--- config.mk ---
export PLATFORM = sky130hd
export DESIGN_NAME = serial_pad_scanner
export DESIGN_NICKNAME = d
export VERILOG_FILES = /design/src/rtl/pad_pkg.sv /design/src/rtl/pad_channel.sv /design/src/rtl/serial_pad_scanner.sv
export SDC_FILE = /design/constraint.sdc
export NUM_CORES = 1
export LEC_CHECK = 0
export CAP_MARGIN = 10
export CORE_MARGIN = 1.5
export CORE_UTILIZATION = 44
export CTS_CLUSTER_SIZE = 24
export DETAILED_ROUTE_END_ITERATION = 8
export PLACE_DENSITY = 0.79
export SETUP_SLACK_MARGIN = 0.3
export SLEW_MARGIN = 10
export SYNTH_ARGS = -nofsm -noshare
export SYNTH_HDL_FRONTEND = slang
export SYNTH_SLANG_ARGS = --single-unit
--- constraint.sdc ---
create_clock -name clk -period 2.8 [get_ports clk]
set_clock_uncertainty 0.2 [all_clocks]
set_input_delay 0.28 -clock clk [delete_from_list [all_inputs] [get_ports clk]]
set_output_delay 0.28 -clock clk [all_outputs]
set_load 0.1 [all_outputs]
--- src/rtl/pad_pkg.sv ---
// pad_pkg: shared FSM states, button indices and latch length for the serial pad scanner.
package pad_pkg;
  typedef enum logic [2:0] {IDLE, LATCH, GAP, PULSE_HI, PULSE_LO} state_t;
  localparam int BTN_A = 0;
  localparam int BTN_B = 1;
  localparam int BTN_SELECT = 2;
  localparam int BTN_START = 3;
  localparam int BTN_UP = 4;
  localparam int BTN_DOWN = 5;
  localparam int BTN_LEFT = 6;
  localparam int BTN_RIGHT = 7;
  localparam int LATCH_TICKS = 2;
endpackage

--- src/rtl/pad_channel.sv ---
// pad_channel: per-pad shadow register, held/edge outputs and priority code.
// Repeat counters exist only when SERIAL_PAD_AUTO_REPEAT_EN is defined.
module pad_channel #(
  parameter int NUM_BUTTONS = 8,
`ifdef SERIAL_PAD_AUTO_REPEAT_EN
  parameter int REPEAT_DELAY = 8,
  parameter int REPEAT_RATE = 3,
  parameter logic [NUM_BUTTONS-1:0] REPEAT_MASK = 8'hF0,
`endif
  parameter int CODE_W = 4,
  parameter int BW = 3
) (
  input  logic                   clk,
  input  logic                   reset,
  input  logic                   sample,
  input  logic                   done,
  input  logic [BW-1:0]          idx,
  input  logic                   data,
  output logic [NUM_BUTTONS-1:0] buttons,
  output logic [NUM_BUTTONS-1:0] pressed,
  output logic [CODE_W-1:0]      code
);
  logic [NUM_BUTTONS-1:0] shadow, rep;
  logic [CODE_W-1:0] code_n;
  always_comb begin
    code_n = '0;
    for (int k = NUM_BUTTONS - 1; k >= 0; k--) code_n = shadow[k] ? CODE_W'(k + 1) : code_n;
  end
  always_ff @(posedge clk or posedge reset)
    if (reset) begin
      shadow <= '0;
      buttons <= '0;
      pressed <= '0;
      code <= '0;
    end else begin
      if (sample) shadow[idx] <= ~data;
      pressed <= done ? (shadow & ~buttons) | rep : '0;
      if (done) begin
        buttons <= shadow;
        code <= code_n;
      end
    end
`ifdef SERIAL_PAD_AUTO_REPEAT_EN
  localparam int RW = $clog2(REPEAT_DELAY + REPEAT_RATE + 1);
  for (genvar k = 0; k < NUM_BUTTONS; k++) begin : g_rep
    if (REPEAT_MASK[k]) begin : g_on
      logic [RW-1:0] cnt;
      // cnt holds frames already held before the current one
      always_ff @(posedge clk or posedge reset)
        if (reset) cnt <= '0;
        else if (done) cnt <= !shadow[k] ? '0 : cnt == RW'(REPEAT_DELAY + REPEAT_RATE) ? RW'(REPEAT_DELAY + 1) : cnt + 1'b1;
      assign rep[k] = shadow[k] && (cnt == RW'(REPEAT_DELAY) || cnt == RW'(REPEAT_DELAY + REPEAT_RATE));
    end else begin : g_off
      assign rep[k] = 1'b0;
    end
  end
`else
  assign rep = '0;
`endif
endmodule

--- src/rtl/serial_pad_scanner.sv ---
// serial_pad_scanner: tick divider and latch/pulse FSM polling NUM_PADS serial gamepads in parallel.
// Define SERIAL_PAD_AUTO_REPEAT_EN to add auto-repeat pulses on pressed.
module serial_pad_scanner
  import pad_pkg::*;
#(
  parameter int CLK_DIV = 4,
  parameter int NUM_BUTTONS = 8,
  parameter int NUM_PADS = 2,
  parameter int POLL_TICKS = 10,
`ifdef SERIAL_PAD_AUTO_REPEAT_EN
  parameter int REPEAT_DELAY = 8,
  parameter int REPEAT_RATE = 3,
  parameter logic [NUM_BUTTONS-1:0] REPEAT_MASK = 8'hF0,
`endif
  localparam int CODE_W = $clog2(NUM_BUTTONS + 1)
) (
  input  logic                            clk,
  input  logic                            reset,
  input  logic                            enable,
  input  logic [NUM_PADS-1:0]             pad_data,
  output logic                            pad_latch,
  output logic                            pad_pulse,
  output logic [NUM_PADS*NUM_BUTTONS-1:0] buttons,
  output logic [NUM_PADS*NUM_BUTTONS-1:0] pressed,
  output logic [NUM_PADS*CODE_W-1:0]      button_code,
  output logic                            frame_valid,
  output logic                            tick
);
  localparam int DW = $clog2(CLK_DIV);
  localparam int PW = $clog2(POLL_TICKS + 1);
  localparam int LW = $clog2(LATCH_TICKS);
  localparam int BW = $clog2(NUM_BUTTONS);
  state_t state, state_n;
  logic [DW-1:0] tick_cnt;
  logic [PW-1:0] idle_cnt;
  logic [LW-1:0] latch_cnt;
  logic [BW-1:0] bit_idx;
  logic sample, last, done;
  assign tick = tick_cnt == DW'(CLK_DIV - 1);
  assign last = sample && bit_idx == BW'(NUM_BUTTONS - 1);
  always_comb begin
    state_n = state;
    sample = 1'b0;
    if (tick)
      case (state)
        IDLE: state_n = idle_cnt == PW'(POLL_TICKS - 1) && enable ? LATCH : IDLE;
        LATCH: state_n = latch_cnt == LW'(LATCH_TICKS - 1) ? GAP : LATCH;
        GAP: begin
          state_n = PULSE_HI;
          sample = 1'b1;
        end
        PULSE_HI: state_n = PULSE_LO;
        PULSE_LO: begin
          state_n = bit_idx == BW'(NUM_BUTTONS - 1) ? IDLE : PULSE_HI;
          sample = 1'b1;
        end
        default: state_n = IDLE;
      endcase
  end
  // strobes are registered from the next state so the pins never glitch
  always_ff @(posedge clk or posedge reset)
    if (reset) begin
      state <= IDLE;
      tick_cnt <= '0;
      idle_cnt <= '0;
      latch_cnt <= '0;
      bit_idx <= '0;
      done <= 1'b0;
      frame_valid <= 1'b0;
      pad_latch <= 1'b0;
      pad_pulse <= 1'b0;
    end else begin
      tick_cnt <= tick ? '0 : tick_cnt + 1'b1;
      done <= last;
      frame_valid <= done;
      bit_idx <= last ? '0 : sample ? bit_idx + 1'b1 : bit_idx;
      if (tick) begin
        state <= state_n;
        idle_cnt <= state != IDLE ? '0 : idle_cnt == PW'(POLL_TICKS - 1) ? idle_cnt : idle_cnt + 1'b1;
        latch_cnt <= state == LATCH ? latch_cnt + 1'b1 : '0;
        pad_latch <= state_n == LATCH;
        pad_pulse <= state_n == PULSE_HI;
      end
    end
  for (genvar p = 0; p < NUM_PADS; p++) begin : g_pad
    pad_channel #(
`ifdef SERIAL_PAD_AUTO_REPEAT_EN
      .REPEAT_DELAY(REPEAT_DELAY),
      .REPEAT_RATE(REPEAT_RATE),
      .REPEAT_MASK(REPEAT_MASK),
`endif
      .NUM_BUTTONS(NUM_BUTTONS),
      .CODE_W(CODE_W),
      .BW(BW)
    ) u_ch (
      .clk(clk),
      .reset(reset),
      .sample(sample),
      .done(done),
      .idx(bit_idx),
      .data(pad_data[p]),
      .buttons(buttons[p*NUM_BUTTONS +: NUM_BUTTONS]),
      .pressed(pressed[p*NUM_BUTTONS +: NUM_BUTTONS]),
      .code(button_code[p*CODE_W +: CODE_W])
    );
  end
endmodule
==> results of run 1 <==
-- final timing paths --
kind                             start                       end  slack [ns]  cells past startpoint
max in group asynchronous        reset               tick_cnt[0]        1.98                      3
min reg2reg                tick_cnt[0]               tick_cnt[0]        0.23                      1
min in group clk           tick_cnt[0]               tick_cnt[0]        0.23                      1
min                              reset  g_pad[1].u_ch.pressed[3]        0.13                      3
max reg2reg                 bit_idx[0]                 pad_latch        0.52                      6
max                         bit_idx[0]                 pad_latch        0.52                      6
-- Yosys cell counts (5+ instances only) --
cell / number
mux2i_1: 16
clkbuf_1: 5
nand3b_1: 5
ha_1: 5
o21ai_0: 25
nand2_1: 19
nor2_1: 12
inv_1: 37
mux2_2: 9
nor3b_1: 8
dfrtp_1: 73
-- critical path: stages, from the launching register on --
cell and delay (ns):
dfrtp_1 0.51, ha_1 0.27, ha_1 0.22, or3b_1 0.38, a211oi_1 0.30, a211oi_1 0.09, a22o_1 0.21
-- kinds of logic after synthesis --
logic type,Yosys count,share of synthesized area
AOI/OAI and AO/OA,43,0.0847
xor gates and xnor gates,1,0.00288
adders and majority gates,5,0.0206
buffers and inverters,49,0.0670
DFF,73,0.600
muxes,25,0.0859
and+or+nand+nor,72,0.139
-- per-stage QoR --
step | cells | instance area [sq um] | util | power (W)
after floorplan | 268 | 3050 | - | 0.00116
final | 401 | 3680 | 0.544 | 0.00194
after global placement | 387 | 3490 | 0.516 | 0.00118
after detailed placement | 387 | 3490 | 0.516 | 0.00118
after CTS | 401 | 3670 | 0.543 | 0.00197
after global routing | 401 | 3680 | 0.544 | 0.00203
-- routing by layer --
layer	vias up	track usage	routed length, um
li1	1000	-	-
met1	1007	0.222	2630
met2	54	0.263	2570
met3	11	0.0419	249
met4	0	0.0777	104
met5	-	0	0
-- cell usage in the layout (no fill, tap or decap), types with 2 or more instances in the layout --
master           Yosys  layout
buf_4                1      46
o21ai_0             25      25
clkdlybuf4s50_1      0       4
o22ai_1              4       4
nand4_1              3       3
nand3b_1             5       5
and3_1               2       2
mux2_2               9       9
ha_1                 5       4
a211oi_1             4       4
nor4_1               3       3
inv_1               37      36
o22a_1               2       2
a21oi_1              2       2
nor3_1               4       4
dfrtp_1             73      73
nor2b_1              4       4
nand3_1              2       2
mux2i_1             16      16
nand4b_1             2       2
nor3b_1              8       8
nand2_1             19      19
clkbuf_8             0      10
a22o_1               2       2
nor2_1              12      12
-- sequential cells by signal (all words and copies together), names as in the netlist --
| signal | count |
|---|---|
| bit_idx | 3 |
| done | 1 |
| frame_valid | 1 |
| g_pad.u_ch.buttons | 16 |
| g_pad.u_ch.code | 8 |
| g_pad.u_ch.pressed | 16 |
| g_pad.u_ch.shadow | 16 |
| idle_cnt | 4 |
| latch_cnt | 1 |
| pad_latch | 1 |
| pad_pulse | 1 |
| state | 3 |
| tick_cnt | 2 |
-- final cells by class --
| type | count | area, sq um | area share |
|---|---|---|---|
| clock buffer | 11 | 141 | 0.0384 |
| sequential | 73 | 1830 | 0.497 |
| timing repair buffer | 51 | 405 | 0.110 |
| inverter | 37 | 139 | 0.0378 |
| multi-input combinational | 146 | 1020 | 0.278 |
| clock inverter | 3 | 42.5 | 0.0116 |
| tap | 80 | 100 | 0.0272 |
-- power by group through the flow --
stage	Combinational (W)	Clock (W)	Sequential (W)
floorplan	0.0000483	0	0.00111
finish	0.0000758	0.000783	0.00108
global placement	0.0000765	0	0.00110
detailed placement	0.0000781	0	0.00110
global route	0.0000859	0.000860	0.00108
CTS	0.0000779	0.000807	0.00108
==> flow_metrics.tcl, run 1 <==
set metrics [dict create \
    p_sw_frac 0.219 \
    grt_pass1_wl_um 9590 \
    post_cts_buffers 0 \
    clkTransAtPathRegs_ns 0.07 \
    cts_tree "done" \
    p_leak_nw 1.84 \
    synth-async-reset-ratio 1.00 \
    ys_ff_latch 73 \
    drc 0 \
    synth_edf_count 0 \
    rsz0062_at_grt "false" \
    vias_per_cell 5.17 \
    final_nets 328 \
    grt_max_degree 74 \
    syn_to_final_growth_pct 20.8 \
    setup_viol 0 \
    drv_cap 0 \
    status "completed" \
    antennaDiodeCount 0 \
    die_x_um 86.2 \
    pwr-share-seq 0.558 \
    hold_ws_ns 0.133 \
    antenna_found_initial 0 \
    drv_slew 0 \
    die_area_sq_um 7430 \
    fillers 588 \
    grt_overflow 0 \
    die_h_um 86.2 \
    dp_slack_ns 0.455 \
    clock_latency_ns 0.34 \
    intPower_w 0.00152 \
    powerDensity_nw_per_um2 528 \
    p_sw_w 0.000426 \
    htree_num_levels 3 \
    max_slew.worst_pin.slew_ns 0.517 \
    netlist_area_sq_um 3040 \
    wl_per_cell_um 13.8 \
    fin_crit_sh 0.815 \
    wirelength_um 5550 \
    ant_nets 0 \
    synth_area_leaders "dfrtp_1 (60%), mux2i_1 (5.3%), inv_1 (4.6%)" \
    cp.arrival_ns 2.31 \
    place.gp.congestion 0.761 \
    num_io_pins 49 \
    grt_pass1_vias 2018 \
    initial_core_util 0.451 \
    finalHoldViolCount 0 \
    grt_usage 0.168 \
    synth_top_area_frac 0.600 \
    max_freq_ghz 0.438 \
    peakVddDrop_uv 206 \
    fin_setup_tns_ns 0 \
    vias 2072 \
    timing.final.crit_period_ns 2.28 \
    dr.first_iter.drc_count 132 \
    drive_above_1_share 0.234 \
    cts_sinks 73 \
    cts.path.max_buffers 2 \
    cts-resized-gates 0 \
    p_clk_frac 0.403 \
    crit_required_ns 2.83 \
    yosysTopAreaCell "dfrtp_1" \
    relSlewSlack 0.655 \
    io_buffers 48 \
    synth_top_flop_cell "dfrtp_1" \
    avgSynthCellArea_sq_um 11.4 \
    startpoint_type "flop" \
    ys_types 40 \
    syn_inst 268 \
    root_buffer "clkbuf_8" \
    core_area_sq_um 6760 \
    numCtsBuffers 9 \
    criticalPathCategory "reg -> reg" \
    power.combinational.fraction 0.039 \
    path_max_fanout 11 \
    ctsHoldBuffers 0 \
    hp-class "in -> async" \
    fin_ws_ns 0.517 \
    ys.warnings.count 0 \
    synth_seq_area_share 0.600 \
    syn_nets 278 \
    endpoint_kind "flop" \
    row_count 30 \
    first_pass_iters 7 \
    hpwl_um 3910 \
]
(Power assumes the default switching activity.)
==> run 2, diff against run 1 <==
Clock period 2.8 ns to 2.18 ns, I/O delays scaled along.
==> flow_metrics.tcl, run 2 (same netlist as run 1, synthesis figures left out) <==
set metrics [dict create \
    status "completed" \
    r2r-start "bit_idx[2]" \
    fin_crit_sh 0.884 \
    timing.final.crit_period_ns 1.93 \
    core_area_sq_um 6760 \
    path_max_fanout 9 \
    p_sw_frac 0.239 \
    clock_latency_ns 0.34 \
    p_clk_frac 0.411 \
    htree_num_levels 3 \
    fillers 591 \
    max_freq_ghz 0.519 \
    fin_ws_ns 0.253 \
    dpl_cell_area_sq_um 3540 \
    setup_viol 0 \
    grt_pass1_wl_um 9330 \
    cts_sinks 73 \
    drive_above_1_share 0.293 \
    hpwl_um 3840 \
    antennaDiodeCount 0 \
    criticalPathCategory "reg -> reg" \
    wirelength_um 5750 \
    syn_to_final_growth_pct 26.5 \
    initial_core_util 0.451 \
    hp-class "reg -> reg" \
    io_buffers 48 \
    row_count 30 \
    place_inst 387 \
    place.gp.congestion 0.812 \
    peakVddDrop_uv 373 \
    ff_latch_area_sq_um 1830 \
    endpoint_kind "flop" \
    min_from "g_pad[1].u_ch.buttons[7]" \
    p_sw_w 0.000608 \
    wl_per_cell_um 13.9 \
    whs_endpoint "g_pad[1].u_ch.pressed[7]" \
    drv_slew 0 \
    antenna_found_initial 0 \
    numCtsBuffers 9 \
    cp.arrival_ns 1.96 \
    fin_setup_tns_ns 0 \
    reg2reg_to "pad_latch" \
    max_slew.worst_pin.slew_ns 0.484 \
    clkTransAtPathRegs_ns 0.08 \
    grt_overflow 0 \
    top_regs "g_pad.u_ch.buttons (16), g_pad.u_ch.pressed (16), g_pad.u_ch.shadow (16)" \
    power.total_w 0.00254 \
    dp_slack_ns 0.169 \
    die_area_sq_um 7430 \
    grt_max_degree 61 \
    grt_pass1_vias 1965 \
    die_h_um 86.2 \
    rrSetupSlack_ns 0.25 \
    finalHoldViolCount 0 \
    rsz0062_at_grt "true" \
    pwr-share-seq 0.547 \
    root_buffer "clkbuf_8" \
    startpoint_type "flop" \
    drc 0 \
    relSlewSlack 0.674 \
    multiInputGateArea_sq_um 1070 \
    p_leak_nw 1.91 \
    crit_required_ns 2.22 \
    drv_cap 0 \
    first_pass_iters 4 \
    finish.instance_area_sq_um 3850 \
    r2r_cells 5 \
    powerDensity_nw_per_um2 660 \
    final_nets 340 \
    power.combinational.fraction 0.042 \
    dr.first_iter.drc_count 108 \
    intPower_w 0.00193 \
    die_x_um 86.2 \
    worstHoldPathCells 1 \
    grt_usage 0.164 \
    layout_common_cells "dfrtp_1 (72), buf_4 (56), inv_1 (35)" \
    vias 2117 \
    fin_cells 415 \
    num_io_pins 49 \
    cts_tree "done" \
    cts.path.max_buffers 2 \
    vias_per_cell 5.10 \
    ant_nets 0 \
    final_common_cell "dfrtp_1" \
]
-- run 2: final cells by class --
type	count	share of cell area
clock buffers	9	0.0322
clock inverters	7	0.0182
inverters	37	0.0370
multi-input cells	146	0.279
flip-flops and latches	73	0.475
well taps	80	0.0260
repair buffers	63	0.133
-- run 2: what timing repair did --
| item | in CTS | in global routing |
|---|---|---|
| hold buffers | 1 | 0 |
| hold endpoints to repair | 2 | 0 |
| pin swaps | 1 | 2 |
| setup buffers | 4 | 7 |
| resized for setup | 0 | 5 |
| endpoints found under the setup margin | 17 | 13 |
-- run 2: worst max path at each step --
stage	cells after the start	end	start
finish	5	pad_latch	bit_idx[2]
global route	6	pad_latch	bit_idx[0]
CTS	6	pad_latch	bit_idx[0]
detailed placement	5	g_pad[1].u_ch.shadow[2]	tick_cnt[0]
global placement	6	pad_latch	bit_idx[1]
floorplan	5	pad_pulse	tick_cnt[0]
-- run 2: metrics by stage --
step	hold slack, ns	utilization
5_1_grt	0.268	0.570
2_1_floorplan	0.152	-
3_5_place_dp	0.245	0.524
6_report	0.248	0.570
3_3_place_gp	0.240	0.524
4_1_cts	0.252	0.559
-- run 2: critical path, cell delays in order, from the launching register on --
cell and delay [ns]:
dfrtp_1 0.51, ha_4 0.24, or3b_4 0.39, a211oi_4 0.24, a211oi_2 0.05, a22o_1 0.18
-- run 2: power groups by stage --
stage | logic (W) | registers [W] | clock network, W
after global placement | 0.0000986 | 0.00142 | 0
after floorplan | 0.0000638 | 0.00142 | 0
after CTS | 0.000102 | 0.00139 | 0.00107
after detailed placement | 0.000101 | 0.00142 | 0
final | 0.000106 | 0.00139 | 0.00104
after global routing | 0.000120 | 0.00139 | 0.00113
-- run 2: routing by layer --
| layer | vias to the layer above | part of all wire | global-route usage |
|---|---|---|---|
| li1 | 1033 | - | - |
| met1 | 1028 | 0.46 | 0.219 |
| met2 | 46 | 0.48 | 0.252 |
| met3 | 10 | 0.037 | 0.0400 |
| met4 | 0 | 0.022 | 0.0821 |
| met5 | - | 0 | 0 |
==> RTL edit (flow settings as in run 1) <==
The option `SERIAL_PAD_AUTO_REPEAT_EN` is turned on by a define.
--- a/src/rtl/pad_channel.sv
+++ b/src/rtl/pad_channel.sv
@@ -1,5 +1,7 @@
 // pad_channel: per-pad shadow register, held/edge outputs and priority code.
 // Repeat counters exist only when SERIAL_PAD_AUTO_REPEAT_EN is defined.
+`define SERIAL_PAD_AUTO_REPEAT_EN
+
 module pad_channel #(
   parameter int NUM_BUTTONS = 8,
 `ifdef SERIAL_PAD_AUTO_REPEAT_EN
Function: no difference found for any inputs over 10 cycles, from zero or initial values and one cycle with reset high; that may be too few to reach the edited logic, so the function may still have changed.
==> RTL edit against run 1 <==
- final area is 51% higher
- routed wire length is 65% higher
- utilization decreased by 2.9 points
- synthesized area is 60% higher
- sequential cell count increased by 32
- power increased by 29%
- global-route usage up 0.13 points
- setup slack gained 0.15 ns
- highest routed layer unchanged
==> RTL edit: results (changes against run 1) <==
status finished, final reports clean; largest net degree at the start of global routing 106 (+43%); Final GP Congestion 0.796 (+4.7%); worst r2r path cells 5 (-1); Worst setup endpoint state[0]; clock-pin slew on the worst setup and hold paths 0.10 ns (+0.03 ns); CORE AREA 10800 µm² (+60%); Global Route Usage Sum 16.9% (+0.13 points); nets 543 (+66%); Placed Cells 646 (+67%); routed wl met2 4.35 mm (+69%); net count after synthesis 496 (+78%); post-synth cell types 48 (+20%); Post-synth top cells dfrtp_1 (105), inv_1 (71), o21ai_0 (52); Worst EP arrival 2.18 ns (-0.13 ns); hpwl dp 6.47 mm (+65%); R2R Setup Slk 0.66 ns (+0.15 ns); Switching Fraction 24.1% (+2.1 points); DR WL met3 339 µm (+36%); Peak supply drop 0.239 mV (+16%); slowest stage delay, CP 0.69 ns (+0.18 ns); Logic pwr share 2.6% (-1.3 points); First DRT Iteration DRCs 141 (+6.8%); first-pass GRT wire length 15.2 mm (+59%); DR pass1 iterations 4 (-3); wl on met1 4.27 mm (+62%)
## RTL edit: cell count changes after synthesis, moves of 18 or more
cell / before / now
nand3_1: 2 / 20
inv_1: 37 / 71
dfrtp_1: 73 / 105
a21oi_1: 2 / 20
o21ai_0: 25 / 52
## RTL edit: worst min-delay path by stage
stage,depth (start not counted),slack (ns),end
floorplan,0,0.15,frame_valid
global placement,1,0.21,tick_cnt[0]
detailed placement,1,0.24,tick_cnt[0]
CTS,3,0.23,g_pad[0].u_ch.g_rep[6].g_on.cnt[1]
global route,3,0.25,g_pad[0].u_ch.buttons[6]
finish,3,0.19,g_pad[1].u_ch.buttons[5]
## RTL edit: final cells by class
class	count	area (µm²)	share of cell area, %
well taps	140	175	3.15
repair buffers	54	428	7.70
flip-flops and latches	105	2630	47.3
clock buffers	10	138	2.48
clock inverters	6	48.8	0.878
inverters	71	270	4.86
multi-input cells	276	1870	33.7
## RTL edit: logic make-up (layout without fill, tap and decap cells)
group,after synthesis,after routing,share of synthesized area [%]
buffers and inverters,89,141,7.56
AOI/OAI and AO/OA,109,109,12.8
muxes,26,26,5.53
and+or+nand+nor,119,119,14.5
adders and majority gates,21,21,5.40
xor gates and xnor gates,1,1,0.180
DFF,105,105,54.0
## RTL edit: metrics by stage
stage | hold slack (ns) | instance area (µm²) | setup slack, ns | total power, mW | util [%]
2_1_floorplan | 0.149 | 4870 | 0.403 | 1.61 | -
3_3_place_gp | 0.212 | 5370 | 0.739 | 1.64 | 49.8
3_5_place_dp | 0.236 | 5370 | 0.659 | 1.64 | 49.8
4_1_cts | 0.229 | 5560 | 0.646 | 2.54 | 51.5
5_1_grt | 0.255 | 5560 | 0.488 | 2.61 | 51.5
6_report | 0.189 | 5560 | 0.662 | 2.50 | 51.5
